$ cat config.mk
export PLATFORM = sky130hd
export DESIGN_NAME = simple_to_axis
export DESIGN_NICKNAME = d
export VERILOG_FILES = /design/src/rtl/simple_axis_pkg.sv /design/src/rtl/sync_fifo.sv /design/src/rtl/simple_to_axis.sv
export SDC_FILE = /design/constraint.sdc
export NUM_CORES = 1
export LEC_CHECK = 0
export BUFFER_PORTS_ARGS = -buffer_cell sky130_fd_sc_hd__buf_2
export CORE_UTILIZATION = 45
export CTS_BUF_LIST = sky130_fd_sc_hd__clkbuf_8
export DETAILED_ROUTE_END_ITERATION = 8
export PLACE_DENSITY = 0.69
export SYNTH_ARGS = -nofsm -noshare
export SYNTH_HDL_FRONTEND = slang
export SYNTH_HIERARCHICAL = 1
export SYNTH_SLANG_ARGS = --single-unit
$ cat constraint.sdc
create_clock -name clk -period 7.5 [get_ports clk]
set_clock_uncertainty 0.05 [all_clocks]
set_input_delay 0 -clock clk [delete_from_list [all_inputs] [get_ports clk]]
set_output_delay 0 -clock clk [all_outputs]
set_load 0.01 [all_outputs]
$ cat src/rtl/simple_axis_pkg.sv
// Shared definitions for the simple-stream to AXI4-Stream transmit bridge.
package simple_axis_pkg;

  localparam int unsigned DATA_W_DEF = 32;

  // One FIFO entry at the default data width.
  typedef struct packed {
    logic [DATA_W_DEF-1:0] data;
    logic                  last;
  } beat_t;

  // Elaboration-time check for the FIFO depth parameter.
  function automatic bit is_pow2(input int unsigned v);
    return (v != 0) && ((v & (v - 1)) == 0);
  endfunction

endpackage

$ cat src/rtl/sync_fifo.sv
// First-word-fall-through synchronous FIFO with wrap-bit pointers and a
// registered occupancy count. A write into a full FIFO is accepted only when
// a read happens in the same cycle.
module sync_fifo #(
  parameter int unsigned WIDTH = 33,
  parameter int unsigned DEPTH = 4
) (
  input  logic                     clk,
  input  logic                     reset_n,
  input  logic                     wr_en,
  input  logic [WIDTH-1:0]         wr_data,
  input  logic                     rd_en,
  output logic [WIDTH-1:0]         rd_data,
  output logic                     full,
  output logic                     empty,
  output logic [$clog2(DEPTH):0]   level
);

  localparam int unsigned AW = $clog2(DEPTH);

  logic [AW:0]      wr_ptr;
  logic [AW:0]      rd_ptr;
  logic [WIDTH-1:0] mem [DEPTH];
  logic             do_wr;
  logic             do_rd;

  assign empty   = (wr_ptr == rd_ptr);
  assign full    = (wr_ptr[AW-1:0] == rd_ptr[AW-1:0]) && (wr_ptr[AW] != rd_ptr[AW]);
  assign do_rd   = rd_en && !empty;
  assign do_wr   = wr_en && (!full || do_rd);
  assign rd_data = mem[rd_ptr[AW-1:0]];

  // Pointer and occupancy update; pointers wrap naturally modulo 2*DEPTH.
  always_ff @(posedge clk or negedge reset_n) begin
    if (!reset_n) begin
      wr_ptr <= '0;
      rd_ptr <= '0;
      level  <= '0;
    end else begin
      if (do_wr) wr_ptr <= wr_ptr + 1'b1;
      if (do_rd) rd_ptr <= rd_ptr + 1'b1;
      case ({do_wr, do_rd})
        2'b10:   level <= level + 1'b1;
        2'b01:   level <= level - 1'b1;
        default: level <= level;
      endcase
    end
  end

  // Storage array; cleared on reset so the head reads zero out of reset.
  always_ff @(posedge clk or negedge reset_n) begin
    if (!reset_n) begin
      for (int unsigned i = 0; i < DEPTH; i++) mem[i] <= '0;
    end else if (do_wr) begin
      mem[wr_ptr[AW-1:0]] <= wr_data;
    end
  end

endmodule

$ cat src/rtl/simple_to_axis.sv
// Transmit bridge: buffers beats from a producer without backpressure and
// drains them onto an AXI4-Stream master port under tready control. Beats
// arriving while the buffer is full are dropped and flagged on `overflow`.
// Optional feature macro: SIMPLE_TO_AXIS_FRAME_GEN_EN -- generate tlast from
// a beat counter every FRAME_LEN accepted beats instead of simple_last_in.
module simple_to_axis
  import simple_axis_pkg::*;
#(
  parameter int unsigned DATA_W    = DATA_W_DEF,
  parameter int unsigned DEPTH     = 4,
  parameter int unsigned FRAME_LEN = 256
) (
  input  logic                   clk,
  input  logic                   reset_n,
  input  logic [DATA_W-1:0]      simple_data_in,
  input  logic                   simple_valid_in,
  input  logic                   simple_last_in,
  output logic [DATA_W-1:0]      axi_tdata,
  output logic                   axi_tvalid,
  input  logic                   axi_tready,
  output logic                   axi_tlast,
  output logic                   overflow,
  input  logic                   overflow_clr,
  output logic [$clog2(DEPTH):0] level
);

  if (!is_pow2(DEPTH) || DEPTH < 2 || FRAME_LEN < 1) begin : g_bad_params
    $error("simple_to_axis: DEPTH must be a power of two >= 2 and FRAME_LEN >= 1");
  end

  logic              fifo_full;
  logic              fifo_empty;
  logic              push_ok;
  logic              drop;
  logic              beat_last;
  logic [DATA_W:0]   fifo_head;

  // A full FIFO still takes a beat when the head leaves in the same cycle.
  assign push_ok = simple_valid_in && (!fifo_full || axi_tready);
  assign drop    = simple_valid_in && !push_ok;

`ifdef SIMPLE_TO_AXIS_FRAME_GEN_EN
  localparam int unsigned CNT_W = (FRAME_LEN > 1) ? $clog2(FRAME_LEN) : 1;

  logic [CNT_W-1:0] frame_cnt;

  assign beat_last = (frame_cnt == CNT_W'(FRAME_LEN - 1));

  // Count accepted beats only, so drops do not shift frame boundaries.
  always_ff @(posedge clk or negedge reset_n) begin
    if (!reset_n) begin
      frame_cnt <= '0;
    end else if (push_ok) begin
      frame_cnt <= beat_last ? '0 : frame_cnt + 1'b1;
    end
  end
`else
  assign beat_last = simple_last_in;
`endif

  // Sticky drop indicator; a drop in the clearing cycle keeps it set.
  always_ff @(posedge clk or negedge reset_n) begin
    if (!reset_n) begin
      overflow <= 1'b0;
    end else if (drop) begin
      overflow <= 1'b1;
    end else if (overflow_clr) begin
      overflow <= 1'b0;
    end
  end

  sync_fifo #(
    .WIDTH (DATA_W + 1),
    .DEPTH (DEPTH)
  ) u_fifo (
    .clk     (clk),
    .reset_n (reset_n),
    .wr_en   (simple_valid_in),
    .wr_data ({simple_data_in, beat_last}),
    .rd_en   (axi_tready),
    .rd_data (fifo_head),
    .full    (fifo_full),
    .empty   (fifo_empty),
    .level   (level)
  );

  assign axi_tvalid = !fifo_empty;
  assign axi_tdata  = fifo_head[DATA_W:1];
  assign axi_tlast  = fifo_head[0] && !fifo_empty;

endmodule

==> results.md <==
- Result of the run: finished clean
- Worst setup slack after placement: about 4.4 ns
- DIE AREA: 15070 sq um
- Biggest area contributors in the synthesized netlist: dfrtp_1 (54%), mux2_2 (17%), mux4_2 (11%)
- Critical path, cell by cell: xor2_4, o31ai_1, inv_1, ha_1, inv_1, fa_1, xor2_1, nor2_1, xor2_1
- Max-cap violations: 0
- Endpoint required time on the critical path: approximately 7.8 ns
- Total routed wirelength: about 12 mm
- R2R Path End: u_fifo/level[2]
- Post-Route Hold Slack: approximately 0.11 ns
- Post-synthesis average cell area: ~17 sq um
- Overflow left after global routing: 0
- Largest area contributor in the netlist: dfrtp_1
- Cell with the most instances after synthesis: dfrtp_1
- Slowest cell on crit path: dfrtp_2
- Buffer type at the clock tree root: clkbuf_8
- Setup repair after global routing missed its margin: false
- Slack of the critical path: between 4 and 5 ns
- TritonCTS clock tree: yes
- Resized cells post-CTS: 0
- Worst Reg2Reg Path Length in Cells: 9
- Worst reg2reg startpoint: u_fifo/rd_ptr[1]
- Cts bufs inserted: 17
- Initial antenna violation count: 0
- Area of the mapped netlist: between 6000 and 7000 sq um
- Net count of the finished layout: between 500 and 600
- Peak per-stage delay on the critical path: between 1 and 1.5 ns
- Number of unique standard cell types used by synthesis: 30
- Worst reg2reg setup slack: around 4.4 ns
- Residual DRC: 0
- Number of top-level design ports: 76
- Worst setup SP type: flip-flop
- Clock Sinks: around 140
- Global-route wire length before repair: around 20 mm
- Cell family contributing the most delay on the critical path: flip-flops
- Tightest Pin Transition: ~1 ns
- Class of the most critical setup path: flip-flop to flip-flop
- Worst Setup End Kind: flip-flop
- Die width: about 120 um
- Worst-Skew Late Latency: 0.43 ns
- Pwr/cell area: around 470 nW/um^2
- Part of the cycle the worst path needs: 41.06%
- Worst-path maximum fanout: 36
- H-tree Lvls: 4
- Via count: roughly 3600
- Portion of synthesized cell area occupied by the leading cell type: a little over half
- DP HPWL: 7.266 mm
- Vertical die dimension: 122.8 um
- Number of setup buffers added after CTS: 0
- Count of warnings emitted by yosys: 6
- Number of synthesized flops with an enable pin: 0
- Max-slew violation count: 0
- Async S/R FF share, synth: 100.0%
- Fraction of layout cells with a size suffix above 1: a little over half
- Initial Utilization: approximately 47%
- Core footprint: roughly 14000 sq um
- ANT nets after route: 0
- Largest net degree at the start of global routing: 80
- Clock transition at path regs: roughly 0.07 ns
- Peak supply drop: 196.3 uV
- Routed wire length per instance: about 18 um
- Crit path buffers/inverters: 2
- Site Rows: 43
- Final hold violation count: 0
- Last weighted congestion value of the routability-driven placer: around 0.7
- Overall global routing resource usage: about 18%
- Port Buf Inserts: 75
- Setup-failing EPs final: 0
- Arr. time, crit path: between 3 and 4 ns
- Leading cell types by count after synthesis: dfrtp_1 (142), mux2_2 (99), mux4_2 (33)
- Top_reg_cell synth: dfrtp_1
- Sequential cell area fraction in the yosys report: 54.14%
- Worst slew margin relative to its limit: between 30% and 40%
- Maximum count of clock buffers along a single path: 2
- Number of global-route vias before repair: between 3000 and 4000
- Average via count per standard cell: 5.247
- Number of register bits inferred by synthesis: about 140
- Worst path depth: 9
- Hold-fix buffers at CTS: 38
- Count of TritonRoute iterations in the first routing pass: 5
- Number of inserted diodes: 0
- Area delta synth->final: 19.42%
- Filler Cells Inserted: roughly 1200
- Static Leakage: 3.474 nW
- Highest achievable clock rate: roughly 0.32 GHz
- Synthesized instance count: around 380
- Setup_tns: 0 ns
- Synthesized netlist net count: 424
- Worst hold path type: primary input to async pin
- Starting DRC count in detailed routing: around 140
- Min cycle time layout: a little over 3 ns
## kinds of logic (layout without fill, tap and decap cells)
kind of cell	after synthesis	count (layout)	synth area share, %
multiplexers	168	168	35.61
AO/OA/AOI/OAI	9	9	2.478
AND/OR/NAND/NOR	13	13	0.9912
flip-flops	142	142	54.14
adder cells (fa/ha/maj)	7	7	1.449
buffers and inverters	30	160	3.317
XOR/XNOR	10	10	2.021
## power breakdown
group | internal (mW) | switching, mW | leakage [nW]
registers | 1.16 | 0.255 | 1.68
clock network | 0.365 | 0.282 | 0.214
logic | 0.925 | 0.669 | 1.58
## worst max-delay path by stage
stage / from / endpoint / slack, ns
finish: u_fifo/rd_ptr[1] / u_fifo/level[2] / 4.42
global route: u_fifo/rd_ptr[1] / u_fifo/level[2] / 4.16
CTS: u_fifo/rd_ptr[1] / u_fifo/level[2] / 4.37
detailed placement: u_fifo/rd_ptr[1] / u_fifo/level[2] / 4.37
global placement: u_fifo/rd_ptr[1] / u_fifo/level[2] / 4.44
floorplan: u_fifo/rd_ptr[0] / u_fifo/level[2] / 5.14
## state kept, by name, indices dropped and copies added (netlist names)
name           count
u_fifo/mem       132
u_fifo/wr_ptr      3
u_fifo/rd_ptr      3
u_fifo/level       3
overflow           1
## cells in the final DEF, fill, tap and decap left out, types with 2 or more instances in the layout
cell,instances
dfrtp_1,140
mux2_2,99
buf_2,74
dlygate4sd3_1,38
mux4_2,33
mux2_4,20
clkbuf_8,18
mux2_1,15
inv_1,12
buf_4,6
ha_1,6
clkinvlp_4,4
bufinv_16,4
and2_1,4
o41ai_4,4
xnor2_1,4
nand2_1,3
clkinv_2,3
nor2_1,3
xor2_1,3
xor2_4,2
dfrtp_2,2
## metal layers
layer | up-vias | global-route usage, % | wire [um]
li1 | 1644 | - | -
met1 | 1889 | 24.28 | 5869
met2 | 66 | 28.58 | 5898
met3 | 16 | 5.623 | 505
met4 | 0 | 6.402 | 145
met5 | - | 0 | 0
## worst register-to-register path, delay by kind of cell, from the launching register on
kind	cells	cell delay, ns
AO/OA/AOI/OAI	1	0.65
XOR/XNOR	3	0.59
adder cells (fa/ha/maj)	2	0.40
buffers and inverters	2	0.18
flip-flops	1	1.05
AND/OR/NAND/NOR	1	0.06
## cell type report
type | instances | area [sq um] | area share [%]
Sequential cell | 142 | 3556 | 45.36
Timing Repair Buffer | 119 | 807.0 | 10.30
Tap cell | 180 | 225.2 | 2.873
Clock inverter | 14 | 176.4 | 2.251
Clock buffer | 18 | 247.7 | 3.160
Inverter | 9 | 33.78 | 0.4310
Multi-Input combinational cell | 207 | 2793 | 35.63
## metrics by stage
stage	std cells	power, mW	util [%]	cell area (sq um)
final	689	3.659	55.82	7839
after global routing	689	3.902	55.82	7839
after CTS	689	3.715	55.82	7839
after detailed placement	619	3.035	50.09	7034
after global placement	619	2.965	50.09	7034
after floorplan	379	2.595	-	6564
Power figures use the tool's default switching activity.
